## src/rtl/latch_write_arbiter_pkg.sv

```systemverilog
// Shared definitions for the latch write arbiter: FSM state encoding,
// default parameter values and the enable-counter width.
package latch_write_arbiter_pkg;

  localparam int unsigned DATA_W_DEF    = 8;
  localparam int unsigned ADDR_W_DEF    = 2;
  localparam int unsigned EN_CYCLES_DEF = 1;

  // Enable-duration counter width; covers EN_CYCLES up to 15.
  localparam int unsigned CNT_W = 4;

  typedef enum logic [1:0] {
    IDLE   = 2'd0,
    SETUP  = 2'd1,
    ENABLE = 2'd2,
    HOLD   = 2'd3
  } state_t;

endpackage

```

## src/rtl/latch_write_arbiter_rr_arbiter2.sv

```systemverilog
// Two-way round-robin arbiter.
// Ports:
//   clock, reset   - clock and synchronous active-low reset
//   enable         - arbitration allowed this cycle (owner is idle)
//   valid0/valid1  - request lines
//   grant          - winning requester index (combinational)
//   fire           - a grant is issued this cycle (combinational)
// The pointer holds the favoured requester and moves only when a grant fires.
module rr_arbiter2 (
  input  logic clock,
  input  logic reset,
  input  logic enable,
  input  logic valid0,
  input  logic valid1,
  output logic grant,
  output logic fire
);

  logic favor;

  // Both requesting: favoured one wins; otherwise the lone requester wins.
  always_comb begin
    grant = 1'b0;
    fire  = 1'b0;
    if (valid0 && valid1) begin
      grant = favor;
    end else begin
      grant = valid1;
    end
    fire = enable && (valid0 || valid1);
  end

  // After a grant, the other requester becomes favoured.
  always_ff @(posedge clock) begin
    if (!reset) begin
      favor <= 1'b0;
    end else if (fire) begin
      favor <= ~grant;
    end
  end

endmodule

```

## src/rtl/latch_write_arbiter.sv

```systemverilog
// Arbitrates two write requesters onto an external D-latch bank and
// sequences each write as SETUP -> ENABLE (EN_CYCLES) -> HOLD.
// Ports:
//   clock, reset                 - clock and synchronous active-low reset
//   io_req{0,1}_valid/addr/data  - requester write ports
//   io_req{0,1}_ready            - accept strobe (combinational, IDLE only)
//   io_bank_addr/data            - registered word select and latch D inputs
//   io_bank_enable               - latch enable, straight from a flop
//   io_busy                      - write in progress
//   io_grant                     - owner of the current/most recent write
module latch_write_arbiter
  import latch_write_arbiter_pkg::*;
#(
  parameter int unsigned DATA_W    = DATA_W_DEF,
  parameter int unsigned ADDR_W    = ADDR_W_DEF,
  parameter int unsigned EN_CYCLES = EN_CYCLES_DEF
) (
  input  logic              clock,
  input  logic              reset,
  input  logic              io_req0_valid,
  output logic              io_req0_ready,
  input  logic [ADDR_W-1:0] io_req0_addr,
  input  logic [DATA_W-1:0] io_req0_data,
  input  logic              io_req1_valid,
  output logic              io_req1_ready,
  input  logic [ADDR_W-1:0] io_req1_addr,
  input  logic [DATA_W-1:0] io_req1_data,
  output logic [ADDR_W-1:0] io_bank_addr,
  output logic [DATA_W-1:0] io_bank_data,
  output logic              io_bank_enable,
  output logic              io_busy,
  output logic              io_grant
);

  state_t           state;
  state_t           state_next;
  logic [CNT_W-1:0] cnt;
  logic [CNT_W-1:0] cnt_next;
  logic             accept;
  logic             arb_enable;
  logic             arb_grant;
  logic             arb_fire;

  // Arbitration only in IDLE and never while reset is asserted, so both
  // readies stay low during reset.
  assign arb_enable = reset && (state == IDLE);

  rr_arbiter2 u_rr (
    .clock  (clock),
    .reset  (reset),
    .enable (arb_enable),
    .valid0 (io_req0_valid),
    .valid1 (io_req1_valid),
    .grant  (arb_grant),
    .fire   (arb_fire)
  );

  // Ready goes only to the granted requester; its valid is high by construction.
  assign io_req0_ready = arb_fire && !arb_grant;
  assign io_req1_ready = arb_fire &&  arb_grant;

  // State register.
  always_ff @(posedge clock) begin
    if (!reset) begin
      state <= IDLE;
      cnt   <= '0;
    end else begin
      state <= state_next;
      cnt   <= cnt_next;
    end
  end

  // Next-state logic; the counter holds remaining ENABLE cycles minus one.
  always_comb begin
    state_next = state;
    cnt_next   = cnt;
    accept     = 1'b0;
    case (state)
      IDLE: begin
        if (arb_fire) begin
          accept     = 1'b1;
          state_next = SETUP;
        end
      end
      SETUP: begin
        state_next = ENABLE;
        cnt_next   = CNT_W'(EN_CYCLES - 1);
      end
      ENABLE: begin
        if (cnt == '0) begin
          state_next = HOLD;
        end else begin
          cnt_next = cnt - CNT_W'(1);
        end
      end
      HOLD: begin
        state_next = IDLE;
      end
      default: begin
        state_next = IDLE;
      end
    endcase
  end

  // Output registers; enable and busy are decoded from the next state so the
  // pins come straight from flops and line up with the state register.
  always_ff @(posedge clock) begin
    if (!reset) begin
      io_bank_addr   <= '0;
      io_bank_data   <= '0;
      io_bank_enable <= 1'b0;
      io_busy        <= 1'b0;
      io_grant       <= 1'b0;
    end else begin
      io_bank_enable <= (state_next == ENABLE);
      io_busy        <= (state_next != IDLE);
      if (accept) begin
        io_bank_addr <= arb_grant ? io_req1_addr : io_req0_addr;
        io_bank_data <= arb_grant ? io_req1_data : io_req0_data;
        io_grant     <= arb_grant;
      end
    end
  end

endmodule

```

## config.mk

```make
export PLATFORM = sky130hd
export DESIGN_NAME = latch_write_arbiter
export DESIGN_NICKNAME = d
export VERILOG_FILES = /design/src/rtl/latch_write_arbiter_pkg.sv /design/src/rtl/latch_write_arbiter_rr_arbiter2.sv /design/src/rtl/latch_write_arbiter.sv
export SDC_FILE = /design/constraint.sdc
export NUM_CORES = 1
export LEC_CHECK = 0
export BUFFER_PORTS_ARGS = -buffer_cell sky130_fd_sc_hd__buf_2
export CORE_MARGIN = 1
export CORE_UTILIZATION = 42
export DETAILED_ROUTE_END_ITERATION = 8
export GPL_TIMING_DRIVEN = 0
export PLACE_DENSITY = 0.74
export SLEW_MARGIN = 5
export SYNTH_ARGS = -nofsm -noshare
export SYNTH_HDL_FRONTEND = slang
export SYNTH_SLANG_ARGS = --single-unit
```

## constraint.sdc

```tcl
create_clock -name clock -period 1.25 [get_ports clock]
set_input_delay 0.0625 -clock clock [delete_from_list [all_inputs] [get_ports clock]]
set_output_delay 0.0625 -clock clock [all_outputs]
set_load 0.005 [all_outputs]
```

==> key figures <==
Power and ir drop
  • Sequential power share: 29.4%
  • Sw Ratio: 34.64%
  • VDD IR max: 0.001121 V
  • Power per cell area: around 1900 nW/µm²
  • Clock power share: 18.8%
  • Net load switching power: 0.0009867 W
  • Combinational fraction of design power: 51.8%
  • P_int: 0.001862 W
  • Leakage: 0.6443 nW

STA
  • Setup Skew: 0.005155 ns
  • Fin. Hold Viols: 0
  • Worst Max-Slew Pin Slew: 0.5217 ns
  • Final setup viols: 16
  • Slew headroom: 65.22%
  • Max Freq: 684.3 MHz
  • RSZ-0062 raised after global routing: true
  • Slew Viols, Final: 0
  • Final min period: 1.461 ns
  • Final worst slack: -0.2114 ns
  • Tcrit/Tclk final: 116.9%

Synthesis
  • Netlist Area Pre-Place: 970.9 µm²
  • Synth warn: 0
  • Post-Syn Nets: 140
  • Gate Count Post-Synth: 111
  • Sequential fraction of the synthesis area: about two fifths
  • Flops & latches, synth: 20
  • Syn avg cell area: 8.747 µm²
  • Synth unique cells: 32

CTS
  • CTS sink cnt: 20
  • CTS tree: built
  • CTS Buf Count: 3
  • Clk buf depth: 2
  • CTS Root Buffer Type: clkbuf_4
  • Clock slew at reported path FFs: 0.12 ns
  • H-tree depth: 1
  • Worst skew pair latency: between 0.3 and 0.4 ns

Routing
  • Post-Route WL: around 2.8 mm
  • Via count: 1,078
  • First-pass DRT Iterations: 4
  • ANT nets after route: 0
  • Drt first-iter violations: 22
  • DRC: 0
  • Routed wire per std cell: 14.13 µm
  • Vias/cell: 5.528

Setup path
  • Most frequent cell on the critical path: buf_6
  • Crit path required time: 1.19 ns
  • Worst path cell trace: inv_2, ha_4, and2_4, buf_6, and3_4, buf_6
  • Largest stage delay, worst path: 0.36 ns
  • Setup CP Type: flip-flop to output pin
  • Crit Path Max Fanout: 4
  • R2R cell count: 7
  • CP Capture Type: output pin
  • Worst Path Arrival: 1.40 ns
  • Crit-path slowest cell: dfxtp_2
  • Startpoint types: flip-flop

Placement
  • HPWL after DPL: 1.751 mm
  • Port bufs: 38
  • Pre-CTS setup slack: -0.1457 ns
  • Routability cong.: 0.7331

Die
  • Die area: 2508 µm²
  • Top Ports: 39
  • Die Height: 50.08 µm
  • Core area: 2191 µm²
  • Effective utilization at floorplan: 44.32%
  • Die W: 50.08 µm
  • Row count: 17

Flow run
  • Max-cap violations: 0

Layout
  • Util after Layout: 68.48%
  • Multi-input gate area: between 600 and 700 µm²
  • Register area: 405.4 µm²
  • Nets: 197
  • Layout fillers: 176
  • N_diodes: 0
  • Share of cells above drive strength 1: approximately 50%
  • Area growth syn-to-layout: 54.51%

Hold path
  • Hold Path Cell Cnt: 3
  • Worst hold path type: input pin to flip-flop

Global routing
  • First-pass GRT wire length: about 4.5 mm
  • Global route overflow: 0
  • Pin count of the biggest net entering global routing: 13
  • Total GRT Usage: 23.54%
  • Initial antenna violation count: 0
  • Vias in the first global route: 1,008

Outcome
  • Failing checks: negative setup slack
  • Status: complete, but fails checks
[per-layer routing]
| layer | global-route usage, % | vias to the layer above | part of all wire (%) |
|---|---|---|---|
| li1 | - | 530 | - |
| met1 | 29.24 | 505 | 44 |
| met2 | 39.78 | 39 | 51 |
| met3 | 3.086 | 4 | 4.0 |
| met4 | 10.48 | 0 | 1.0 |
| met5 | 0 | - | 0 |
[layout make-up]
| class | instances | area share (%) |
|---|---|---|
| inverters | 7 | 1.751 |
| flip-flops and latches | 20 | 27.02 |
| well taps | 28 | 2.335 |
| repair buffers | 52 | 21.43 |
| clock buffers | 3 | 1.501 |
| plain buffers | 6 | 3.086 |
| clock inverters | 1 | 2.002 |
| multi-input cells | 78 | 40.87 |
[repair_timing]
action	CTS	global route
setup buffers	8	6
setup endpoints to repair	19	19
hold endpoints to repair	0	1
hold buffers	0	1
resized for setup	17	17
gates cloned	1	0
pin swaps	14	10
[power by group through the flow]
| stage | Clock [W] | Sequential (W) | Combinational, W |
|---|---|---|---|
| global route | 0.000575 | 0.000850 | 0.00161 |
| finish | 0.000534 | 0.000838 | 0.00148 |
| CTS | 0.000541 | 0.000833 | 0.00122 |
| floorplan | 0 | 0.000845 | 0.000608 |
| detailed placement | 0 | 0.000839 | 0.000898 |
| global placement | 0 | 0.000836 | 0.000876 |
[sequential cells by signal, summed over array words and instances, names as in the netlist]
signal	flops
io_grant	1
io_bank_enable	1
io_bank_addr	2
u_rr.favor	1
io_bank_data	8
cnt	4
io_busy	1
state	2
[cells by family (layout without fill, tap and decap cells)]
logic type	Yosys count	after routing	synth area share (%)
buffers and inverters	13	69	6.828
adders and majority gates	5	5	6.443
and+or+nand+nor	44	44	25.13
AOI/OAI and AO/OA	29	29	20.36
DFF	20	20	41.24
[final timing paths]
kind	slack, ns	to	start
setup / recovery	-0.21	io_req1_ready	state[0]
hold reg to reg	0.49	io_bank_addr[0]	io_bank_addr[0]
hold / removal	0.02	io_bank_data[6]	io_req0_data[6]
setup reg to reg	-0.18	io_bank_enable	state[0]
[metrics by stage]
step | std cells | TNS [ns] | total power, W | cell area [µm²] | hold WS [ns]
final | 195 | -1.160 | 0.002849 | 1500 | 0.01753
after global routing | 195 | -2.288 | 0.003037 | 1500 | 0.01702
after CTS | 190 | -0.8317 | 0.002589 | 1381 | 0.01334
after detailed placement | 177 | -1.819 | 0.001738 | 1204 | 0.3471
after global placement | 177 | -1.335 | 0.001713 | 1204 | 0.3406
after floorplan | 111 | 0 | 0.001452 | 978.4 | 0.2107
[worst max-delay path: cells and delay by family, from the launching register on]
family | cells | cell delay, ns
adders and majority gates | 1 | 0.15
buffers and inverters | 3 | 0.28
and+or+nand+nor | 2 | 0.30
DFF | 1 | 0.36
[synth_stat cells]
library cell | n | share of area [%]
o21ai_1 | 1 | 0.51
nor3b_1 | 1 | 0.77
nand4_1 | 10 | 6.4
nor2_1 | 2 | 0.77
a21boi_0 | 1 | 0.77
nand2b_1 | 2 | 1.3
buf_4 | 2 | 1.5
nand2_1 | 10 | 3.9
nand3_1 | 9 | 4.6
or3_1 | 2 | 1.3
a311oi_1 | 1 | 0.90
ha_1 | 5 | 6.4
inv_1 | 6 | 2.3
dfxtp_1 | 20 | 41
and2_1 | 1 | 0.64
clkinv_1 | 1 | 0.39
buf_2 | 2 | 1.0
o211a_1 | 1 | 1.0
o21ai_0 | 1 | 0.51
a21bo_1 | 1 | 1.0
a21oi_1 | 7 | 3.6
and2_4 | 1 | 0.90
and3_1 | 2 | 1.3
a32oi_1 | 3 | 2.7
nor4b_1 | 2 | 1.8
buf_6 | 1 | 1.2
a21boi_2 | 1 | 1.2
nor3_1 | 1 | 0.51
o211ai_1 | 3 | 2.3
clkbuf_1 | 1 | 0.39
a31oi_1 | 9 | 5.8
nand4b_1 | 1 | 0.90
[cell usage in the layout (no fill, tap or decap), drive strengths merged]
| cell type | count |
|---|---|
| a21bo | 1 |
| a21boi | 2 |
| a21oi | 7 |
| a311oi | 1 |
| a31oi | 9 |
| a32oi | 3 |
| and2 | 2 |
| and3 | 2 |
| buf | 56 |
| bufinv | 1 |
| clkbuf | 4 |
| clkinv | 1 |
| dfxtp | 20 |
| dlygate4sd3 | 1 |
| ha | 5 |
| inv | 6 |
| nand2 | 10 |
| nand2b | 2 |
| nand3 | 9 |
| nand4 | 10 |
| nand4b | 1 |
| nor2 | 2 |
| nor3 | 1 |
| nor3b | 1 |
| nor4b | 2 |
| o211a | 1 |
| o211ai | 3 |
| o21ai | 2 |
| or3 | 2 |
No activity file was read; power rests on OpenSTA's default activity.
